## src/rtl/data_ram_arbiter_pkg.sv

```systemverilog
// Shared types for the DATA_RAM sharing logic: arbiter sequencing states and
// the RAM initialisation selector used by the multicore top level.
package data_ram_arbiter_pkg;

  typedef enum logic [1:0] {
    MEM_INIT_NONE,
    MEM_INIT_ZERO,
    MEM_INIT_FILE
  } mem_init_t;

  typedef enum logic [1:0] {
    RUN,
    DRAIN,
    DONE
  } arb_state_t;

endpackage

```

## src/rtl/data_ram_arbiter_rr_priority_picker.sv

```systemverilog
// Round-robin picker: first requester after last_gnt, wrapping modulo CORE_COUNT.
// Purely combinational; no state, so it can be shared by any memory-sharing arbiter.
module rr_priority_picker #(
  parameter int CORE_COUNT = 4,
  parameter int ID_WIDTH   = $clog2(CORE_COUNT)
) (
  input  logic [CORE_COUNT-1:0] req,
  input  logic [ID_WIDTH-1:0]   last_gnt,
  output logic [CORE_COUNT-1:0] gnt,
  output logic [ID_WIDTH-1:0]   winner,
  output logic                  any_gnt
);

  logic [ID_WIDTH-1:0] idx;

  always_comb begin
    gnt     = '0;
    winner  = '0;
    any_gnt = 1'b0;
    idx     = '0;
    // last_gnt itself is scanned last, so a lone requester still wins every cycle
    for (int i = 1; i <= CORE_COUNT; i++) begin
      idx = ID_WIDTH'((int'(last_gnt) + i) % CORE_COUNT);
      if (!any_gnt && req[idx]) begin
        any_gnt  = 1'b1;
        gnt[idx] = 1'b1;
        winner   = idx;
      end
    end
  end

endmodule

```

## src/rtl/data_ram_arbiter.sv

```systemverilog
// Round-robin sharing of single-port DATA_RAM between cores; reads return one cycle
// after grant, and processDone is raised once all cores finish and no read is in flight.
module data_ram_arbiter
  import data_ram_arbiter_pkg::*;
#(
  parameter int CORE_COUNT = 4,
  parameter int WIDTH      = 12,
  parameter int DEPTH      = 4096,
  parameter int ADDR_WIDTH = $clog2(DEPTH),
  parameter int ID_WIDTH   = $clog2(CORE_COUNT)
) (
  input  logic                                  clk,
  input  logic                                  rstN,
  input  logic [CORE_COUNT-1:0]                 req,
  input  logic [CORE_COUNT-1:0]                 reqWrEn,
  input  logic [CORE_COUNT-1:0][ADDR_WIDTH-1:0] reqAddr,
  input  logic [CORE_COUNT-1:0][WIDTH-1:0]      reqDataIn,
  input  logic [CORE_COUNT-1:0]                 coreDone,
  output logic [CORE_COUNT-1:0]                 gnt,
  output logic [CORE_COUNT-1:0]                 rdValid,
  output logic [WIDTH-1:0]                      rdData,
  output logic                                  ramWrEn,
  output logic [ADDR_WIDTH-1:0]                 ramAddr,
  output logic [WIDTH-1:0]                      ramDataIn,
  input  logic [WIDTH-1:0]                      ramDataOut,
  output logic                                  processDone
);

  arb_state_t                state_q;
  logic                      process_done_q;
  logic [ID_WIDTH-1:0]       last_gnt_q, last_gnt_d;
  logic                      tag_vld_q, tag_vld_d;
  logic [ID_WIDTH-1:0]       tag_id_q, tag_id_d;
  logic [ADDR_WIDTH-1:0]     addr_hold_q, addr_hold_d;

  logic [CORE_COUNT-1:0]     pick_gnt;
  logic [ID_WIDTH-1:0]       winner;
  logic                      pick_any;
  logic                      grant_ok;
  logic                      any_gnt;

  rr_priority_picker #(
    .CORE_COUNT (CORE_COUNT),
    .ID_WIDTH   (ID_WIDTH)
  ) u_picker (
    .req      (req),
    .last_gnt (last_gnt_q),
    .gnt      (pick_gnt),
    .winner   (winner),
    .any_gnt  (pick_any)
  );

  // Grants are suppressed while reset is held so nothing reaches the RAM port.
  assign grant_ok = (state_q == RUN) && rstN;
  assign any_gnt  = pick_any && grant_ok;

  always_comb begin
    gnt         = grant_ok ? pick_gnt : '0;
    ramWrEn     = reqWrEn[winner] & any_gnt;
    ramAddr     = any_gnt ? reqAddr[winner] : addr_hold_q;
    ramDataIn   = reqDataIn[winner];
    addr_hold_d = ramAddr;
    last_gnt_d  = any_gnt ? winner : last_gnt_q;
    tag_vld_d   = any_gnt & ~reqWrEn[winner];
    tag_id_d    = any_gnt ? winner : tag_id_q;
    rdValid     = tag_vld_q ? (CORE_COUNT'(1) << tag_id_q) : '0;
    rdData      = ramDataOut;
  end

  assign processDone = process_done_q;

  always_ff @(posedge clk or negedge rstN) begin
    if (!rstN) begin
      last_gnt_q  <= ID_WIDTH'(CORE_COUNT - 1);
      tag_vld_q   <= 1'b0;
      tag_id_q    <= '0;
      addr_hold_q <= '0;
    end else begin
      last_gnt_q  <= last_gnt_d;
      tag_vld_q   <= tag_vld_d;
      tag_id_q    <= tag_id_d;
      addr_hold_q <= addr_hold_d;
    end
  end

  always_ff @(posedge clk or negedge rstN) begin
    if (!rstN) begin
      state_q        <= RUN;
      process_done_q <= 1'b0;
    end else begin
      case (state_q)
        RUN:   if (&coreDone) state_q <= DRAIN;
        DRAIN: begin
          if (!tag_vld_q) begin
            state_q        <= DONE;
            process_done_q <= 1'b1;
          end
        end
        DONE:    process_done_q <= 1'b1;
        default: state_q <= RUN;
      endcase
    end
  end

endmodule
```

## config.mk

```make
export PLATFORM = sky130hd
export DESIGN_NAME = data_ram_arbiter
export DESIGN_NICKNAME = d
export VERILOG_FILES = /design/src/rtl/data_ram_arbiter_pkg.sv /design/src/rtl/data_ram_arbiter_rr_priority_picker.sv /design/src/rtl/data_ram_arbiter.sv
export SDC_FILE = /design/constraint.sdc
export NUM_CORES = 1
export LEC_CHECK = 0
export ABC_AREA = 1
export CELL_PAD_IN_SITES_DETAIL_PLACEMENT = 1
export CELL_PAD_IN_SITES_GLOBAL_PLACEMENT = 1
export CORE_AREA = 2 2 107 109
export DETAILED_ROUTE_END_ITERATION = 16
export DIE_AREA = 0 0 109 111
export GPL_TIMING_DRIVEN = 0
export PLACE_DENSITY = 0.9
export SETUP_SLACK_MARGIN = 0.4
export SLEW_MARGIN = 20
export SYNTH_ARGS = -nofsm -noshare
export SYNTH_HDL_FRONTEND = slang
export SYNTH_SLANG_ARGS = --single-unit
```

## constraint.sdc

```tcl
create_clock -name clk -period 3.9 [get_ports clk]
set_input_delay 0.975 -clock clk [delete_from_list [all_inputs] [get_ports clk]]
set_output_delay 0.975 -clock clk [all_outputs]
set_load 0.005 [all_outputs]
```

## Word-level counts from Yosys, hierarchy flattened

Cells that the tools add are included.

- Bits in registers: 20
- Bits of input ports: 122
- Output and inout port bits: 46
- Word-level logic and storage cells: 90

- $add $sub $neg: 4
- Order comparisons: 9
- Equal/unequal tests: 4
- Shifts and indexed selects: 1
- Mux-type cells: 42
- Bitwise operators: 7
- Reductions and logical operators: 17

Operators with widths:

| cell | number |
|---|---|
| binary-select mux 12 bit (select 2 bit) | 2 |
| 2-to-1 mux 12 bit | 3 |
| 2-to-1 mux 4 bit | 6 |
| less-than comparator 2 x 3 -> 1 bit, second input constant | 5 |
| 2-to-1 mux 1 bit | 14 |
| 2-to-1 mux 2 bit | 6 |
| bitwise OR 4 bit | 3 |
| binary-select mux 1 bit (select 2 bit) | 5 |
| logical AND 1 bit | 9 |
| demux 1 bit (select 2 bit) | 4 |
| >= comparator 2 x 1 -> 1 bit, second input constant | 4 |
| case mux 2 bit (3 select lines) | 1 |
| adder 2 x 1 -> 2 bit, second input constant | 2 |
| adder 2 bit, second input constant | 2 |
| AND reduction 4 bit | 1 |
| << shifter 1 x 2 -> 4 bit, first input constant | 1 |
| logical NOT 1 bit | 3 |
| AND reduction 3 bit | 1 |
| bitwise AND 1 bit | 2 |
| equality test 2 x 1 -> 1 bit, second input constant | 1 |
| equality test 2 bit, second input constant | 1 |
| logical NOT 2 bit | 1 |
| != test 2 x 1 -> 1 bit, second input constant | 1 |
| != test 2 bit, second input constant | 1 |
| 4 further kinds | 5 |

## Longest topological paths before layout

- Depth after elaboration: 17
- Depth in mapped cells: 16
- Depth with buffers taken out: 14

## By module

A second synthesis with hierarchy kept.

- Cell total of the unflattened synthesis: 408
- Area, all modules: 2427.3 µm²

Modules (own cells, without submodules):

| module | instances | cells each | area an instance (µm²) | seq. area each (µm²) |
|---|---|---|---|---|
| data_ram_arbiter | 1 | 327 | 1891.8 | 503.0 |
| rr_priority_picker | 1 | 81 | 535.5 | 0.0 |

## Worst setup path after synthesis

No wires, ideal clock.

- Kind: register to output
- From: reg last_gnt_q[0]
- To: out ramAddr[11]
- Arrival: 2336 ps
- Required time: 2925 ps
- Setup slack: 589 ps
- Stages on the path, launching flop included: 14
- Buffers on the path: 2
- Cells stage by stage: dfstp_2 buf_6 inv_6 ha_1 inv_1 nand3_1 nand2_1 a21oi_1 nand2_2 nand3_4 buf_8 or2_2 nand3_1 nand3_1

- Word-level cells in the longest chain between the ends: 16
- Elaborated cells on any way between the ends: 30
- Classes of those cells: add/sub: 4; mux: 19; reduce/logical: 7

RTL lines:

| item | RTL line | RTL |
|---|---|---|
| start, declared | data_ram_arbiter.sv:31 | `logic [ID_WIDTH-1:0] last_gnt_q, last_gnt_d;` |
| start signal, assigned | data_ram_arbiter.sv:74 | `last_gnt_q <= ID_WIDTH'(CORE_COUNT - 1);` |
| start signal, assigned | data_ram_arbiter.sv:79 | `last_gnt_q <= last_gnt_d;` |
| adder 2 x 1 -> 2 bit | data_ram_arbiter_rr_priority_picker.sv:23 | `idx = ID_WIDTH'((int'(last_gnt) + i) % CORE_COUNT);` |
| binary-select mux 1 bit (select 2 bit) | data_ram_arbiter_rr_priority_picker.sv:24 | `if (!any_gnt && req[idx]) begin` |
| 2-to-1 mux 1 bit (implied by the code) | data_ram_arbiter_rr_priority_picker.sv:24 |  |
| 2-to-1 mux 1 bit | data_ram_arbiter_rr_priority_picker.sv:24 |  |
| logical NOT 1 bit | data_ram_arbiter_rr_priority_picker.sv:24 |  |
| logical AND 1 bit | data_ram_arbiter_rr_priority_picker.sv:24 |  |
| 2-to-1 mux 1 bit | data_ram_arbiter_rr_priority_picker.sv:24 |  |
| logical NOT 1 bit | data_ram_arbiter_rr_priority_picker.sv:24 |  |
| logical AND 1 bit | data_ram_arbiter_rr_priority_picker.sv:24 |  |
| 2-to-1 mux 1 bit | data_ram_arbiter_rr_priority_picker.sv:24 |  |
| logical NOT 1 bit | data_ram_arbiter_rr_priority_picker.sv:24 |  |
| logical AND 1 bit | data_ram_arbiter_rr_priority_picker.sv:24 |  |
| 2-to-1 mux 2 bit | data_ram_arbiter_rr_priority_picker.sv:24 |  |
| binary-select mux 12 bit (select 2 bit) | data_ram_arbiter.sv:60 | `ramAddr = any_gnt ? reqAddr[winner] : addr_hold_q;` |
| 2-to-1 mux 12 bit (implied by the code) | data_ram_arbiter.sv:60 |  |
| 2-to-1 mux 12 bit (*) | data_ram_arbiter.sv:60 |  |
| end, declared | data_ram_arbiter.sv:23 | `output logic [ADDR_WIDTH-1:0] ramAddr,` |

Every way passes the cells marked *; elsewhere a longest branch is shown, timed or not. The select of a mux whose other input is x is not followed.

## Final worst setup path

- From: reg last_gnt_q[1]
- To: out ramDataIn[5]

- Word-level cells in the longest chain between the ends: 15
- Elaborated cells on any way between the ends: 27
- Classes of those cells: add/sub: 4; mux: 17; reduce/logical: 6

RTL lines:

| item | RTL line | RTL |
|---|---|---|
| adder 2 x 1 -> 2 bit | data_ram_arbiter_rr_priority_picker.sv:23 |  |
| binary-select mux 1 bit (select 2 bit) | data_ram_arbiter_rr_priority_picker.sv:24 |  |
| 2-to-1 mux 1 bit (implied by the code) | data_ram_arbiter_rr_priority_picker.sv:24 |  |
| 2-to-1 mux 1 bit | data_ram_arbiter_rr_priority_picker.sv:24 |  |
| logical NOT 1 bit | data_ram_arbiter_rr_priority_picker.sv:24 |  |
| logical AND 1 bit | data_ram_arbiter_rr_priority_picker.sv:24 |  |
| 2-to-1 mux 1 bit | data_ram_arbiter_rr_priority_picker.sv:24 |  |
| logical NOT 1 bit | data_ram_arbiter_rr_priority_picker.sv:24 |  |
| logical AND 1 bit | data_ram_arbiter_rr_priority_picker.sv:24 |  |
| 2-to-1 mux 1 bit | data_ram_arbiter_rr_priority_picker.sv:24 |  |
| logical NOT 1 bit | data_ram_arbiter_rr_priority_picker.sv:24 |  |
| logical AND 1 bit | data_ram_arbiter_rr_priority_picker.sv:24 |  |
| 2-to-1 mux 2 bit (*) | data_ram_arbiter_rr_priority_picker.sv:24 |  |
| binary-select mux 12 bit (select 2 bit) (*) | data_ram_arbiter.sv:61 | `ramDataIn = reqDataIn[winner];` |
| 2-to-1 mux 12 bit (implied by the code) (*) | data_ram_arbiter.sv:61 |  |
| end, declared | data_ram_arbiter.sv:24 | `output logic [WIDTH-1:0] ramDataIn,` |

Marked as above.

==> run_results.csv <==
group,metric,value,unit
sta,rsz0062_at_grt,"yes",
floorplanning,die_y,111,um
run,cap_viol_max_count,0,
critical_path,crit_required,2.92,ns
clock_network,insertion_delay,0.25,ns
clock_network,htree_levels,1,
cells_and_area,drive_above_1_share,42.0,%
placement,place_ws,-1.15,ns
drt,first_iter_violations,145,
global_route,gr-total-overflow,0,
drt,via_per_inst,4.72,
global_route,grt_pass1_wl,21.2,mm
sta,setup_viol,0,
yosys,seq_area_frac_synth,19.4,%
global_route,antenna_found_initial,0,
critical_path,crit_fanout,7,
floorplanning,num_rows,39,
yosys,ys_warn_count,0,
floorplanning,die_area,12100,um2
critical_path,critPathLaunchType,"register",
drt,wl,15.2,mm
sta,hold_viol_final,0,
sta,timing.slew.headroom,66.1,%
sta,final_min_period_over_clock_period,99.4,%
sta,min_period,3.88,ns
yosys,synth.area.top_cells,"dfrtp_1 (17%), nand2_1 (15%), inv_1 (13%), nand3_1 (7.4%), nand4_1 (4.6%)",
yosys,synthArstFlopShare,100,%
sta,setup_slack,0.0246,ns
global_route,grt_pass1_vias,4159,
yosys,avgSynthCellArea,6.19,um2
clock_network,clock_sink_count,20,
yosys,synth_edf_count,0,
critical_path,crit_type,"register to primary output",
clock_network,cts-root-buf,"clkbuf_16",
placement,portBuffers,155,
sta,holdWs,0.477,ns
clock_network,cts_made_buffers,3,
sta,slew_violations,0,
clock_network,max-clock-path-buffers,2,
yosys,synth_area_leader_cell,"dfrtp_1",
yosys,ys_ff_latch,20,
critical_path,end_kind,"primary output",
sta,max_clock_freq,258,MHz
cells_and_area,diodes,0,
drt,drt_pre_antenna_iters,5,
cells_and_area,register_area,503,um2
global_route,grt_use_total,21.9,%
drt,wl_per_cell,18.8,um
yosys,yosysTopAreaCellShare,17.4,%
floorplanning,die_x,109,um
cells_and_area,fill_cells,1322,
placement,place_area,4320,um2
yosys,syn_nets,548,
clock_network,cts_hold_repair.buffers,0,
floorplanning,coreArea,11100,um2
outcome,status,"complete, no violations",
yosys,synthFlopType,"dfrtp_1",
placement,gp_congestion,0.874,
yosys,syn-cell-area,2590,um2
floorplanning,ios,168,
cells_and_area,syn2layout_area_growth,124,%
clock_network,clk_pin_slew_worst_paths,0.06,ns
critical_path,r2r_slack,1.10,ns
sta,tightestPinTransition,0.508,ns
sta,timing.setup.tns,0,ns
worst_hold_path,hold_path_class,"register to register",
global_route,grt_max_degree,22,
yosys,yosysUniqueCellTypes,33,
drt,drc,0,
drt,ant_nets,0,
cells_and_area,nets,796,
cells_and_area,post-route-cell-area,5790,um2
critical_path,arrival,2.90,ns
placement,dpl.hpwl,9.07,mm
yosys,postSynthCellCount,418,
floorplanning,initial_utilization,23.3,%
drt,vias,3813,
sta,skew,0.00587,ns
cells_and_area,multi_input_area,1970,um2
clock_network,cts_tree,"done",
==> sequential cells by signal, indices dropped and copies added, names as in the netlist <==
| name | cells |
|---|---|
| addr_hold_q | 12 |
| last_gnt_q | 2 |
| processDone | 1 |
| state_q | 2 |
| tag_id_q | 2 |
| tag_vld_q | 1 |
==> cell usage after synthesis (2+ instances only) <==
master      n
a21oi_1    16
a31oi_1     2
buf_2       9
buf_4      13
buf_6       5
buf_8       2
dfrtp_1    18
dfstp_2     2
ha_1        8
inv_1      92
nand2_1   105
nand2_2    10
nand2_4     4
nand3_1    38
nand3_2     4
nand3_4     2
nand4_1    19
nor2_1      6
nor2_2      2
nor3_1      4
o211ai_1   11
o21ai_0    17
o21ai_1     5
o21ai_2     2
o221ai_1    2
o22ai_1     3
or2_2      11
==> stage by stage <==
stage / util (%) / instances
after floorplan: - / 418
after detailed placement: 39.0 / 716
after CTS: 48.2 / 784
final: 52.3 / 808
after global placement: 39.0 / 716
after global routing: 52.3 / 808
==> worst paths after layout <==
check	start	end	cells after the start
worst min register to register	processDone	processDone	1
worst max register to register	last_gnt_q[1]	addr_hold_q[8]	16
max in group asynchronous	rstN	last_gnt_q[1]	1
worst max-delay path	last_gnt_q[1]	ramDataIn[5]	15
min in group asynchronous	rstN	tag_id_q[0]	1
worst min-delay path	processDone	processDone	1
==> layout by cell type (no fill, tap or decap), types with 19 or more instances in the layout <==
cell and n:
buf_6 38, clkdlybuf4s50_1 121, buf_2 26, nand3_2 21
nand2_1 71, nand4_1 19, inv_1 89, nand2_2 28
buf_4 65
==> repair_timing <==
action | CTS | global route
buffers inserted | 59 | 22
gates resized for setup | 269 | 64
pin swaps | 64 | 41
endpoints found under the setup margin | 29 | 29
cloned | 5 | 2
==> cell families (layout without fill, tap and decap cells) <==
logic type	Yosys count	count (layout)	synth area share, %
AND/OR/NAND/NOR	206	206	39.8
buffers and inverters	124	371	22.8
AO/OA/AOI/OAI	60	60	14.0
flip-flops	20	20	19.4
adder cells (fa/ha/maj)	8	8	3.87
==> worst max-delay path, stage by stage (launching register included) <==
cell        delay (ns)
dfstp_2           0.58
clkinvlp_4        0.13
ha_4              0.34
inv_4             0.06
nand2_4           0.10
nand2_8           0.08
nor2_8            0.19
nand3_4           0.14
nand3_4           0.18
buf_12            0.16
buf_8             0.13
buf_12            0.11
nand2_4           0.04
o211ai_1          0.10
nand2_1           0.13
buf_2             0.16
==> metal layers <==
metal	wire (um)	track usage (%)	part of all wire [%]	vias up
met4	448	5.13	3.0	0
met1	5450	24.0	36	1847
met2	8540	43.0	56	132
met5	0	0	0	-
met3	742	3.00	4.9	30
li1	-	-	-	1804
==> layout make-up <==
class | count | area share [%]
Timing Repair Buffer | 243 | 40.6
Multi-Input combinational cell | 274 | 34.0
Sequential cell | 20 | 8.69
Inverter | 94 | 6.46
Buffer | 30 | 5.77
Tap cell | 143 | 3.09
Clock buffer | 4 | 1.36
Power is left out: the tool's default activity adds up to more than one toggle a clock period on the data nets, which glitch-free logic cannot reach.
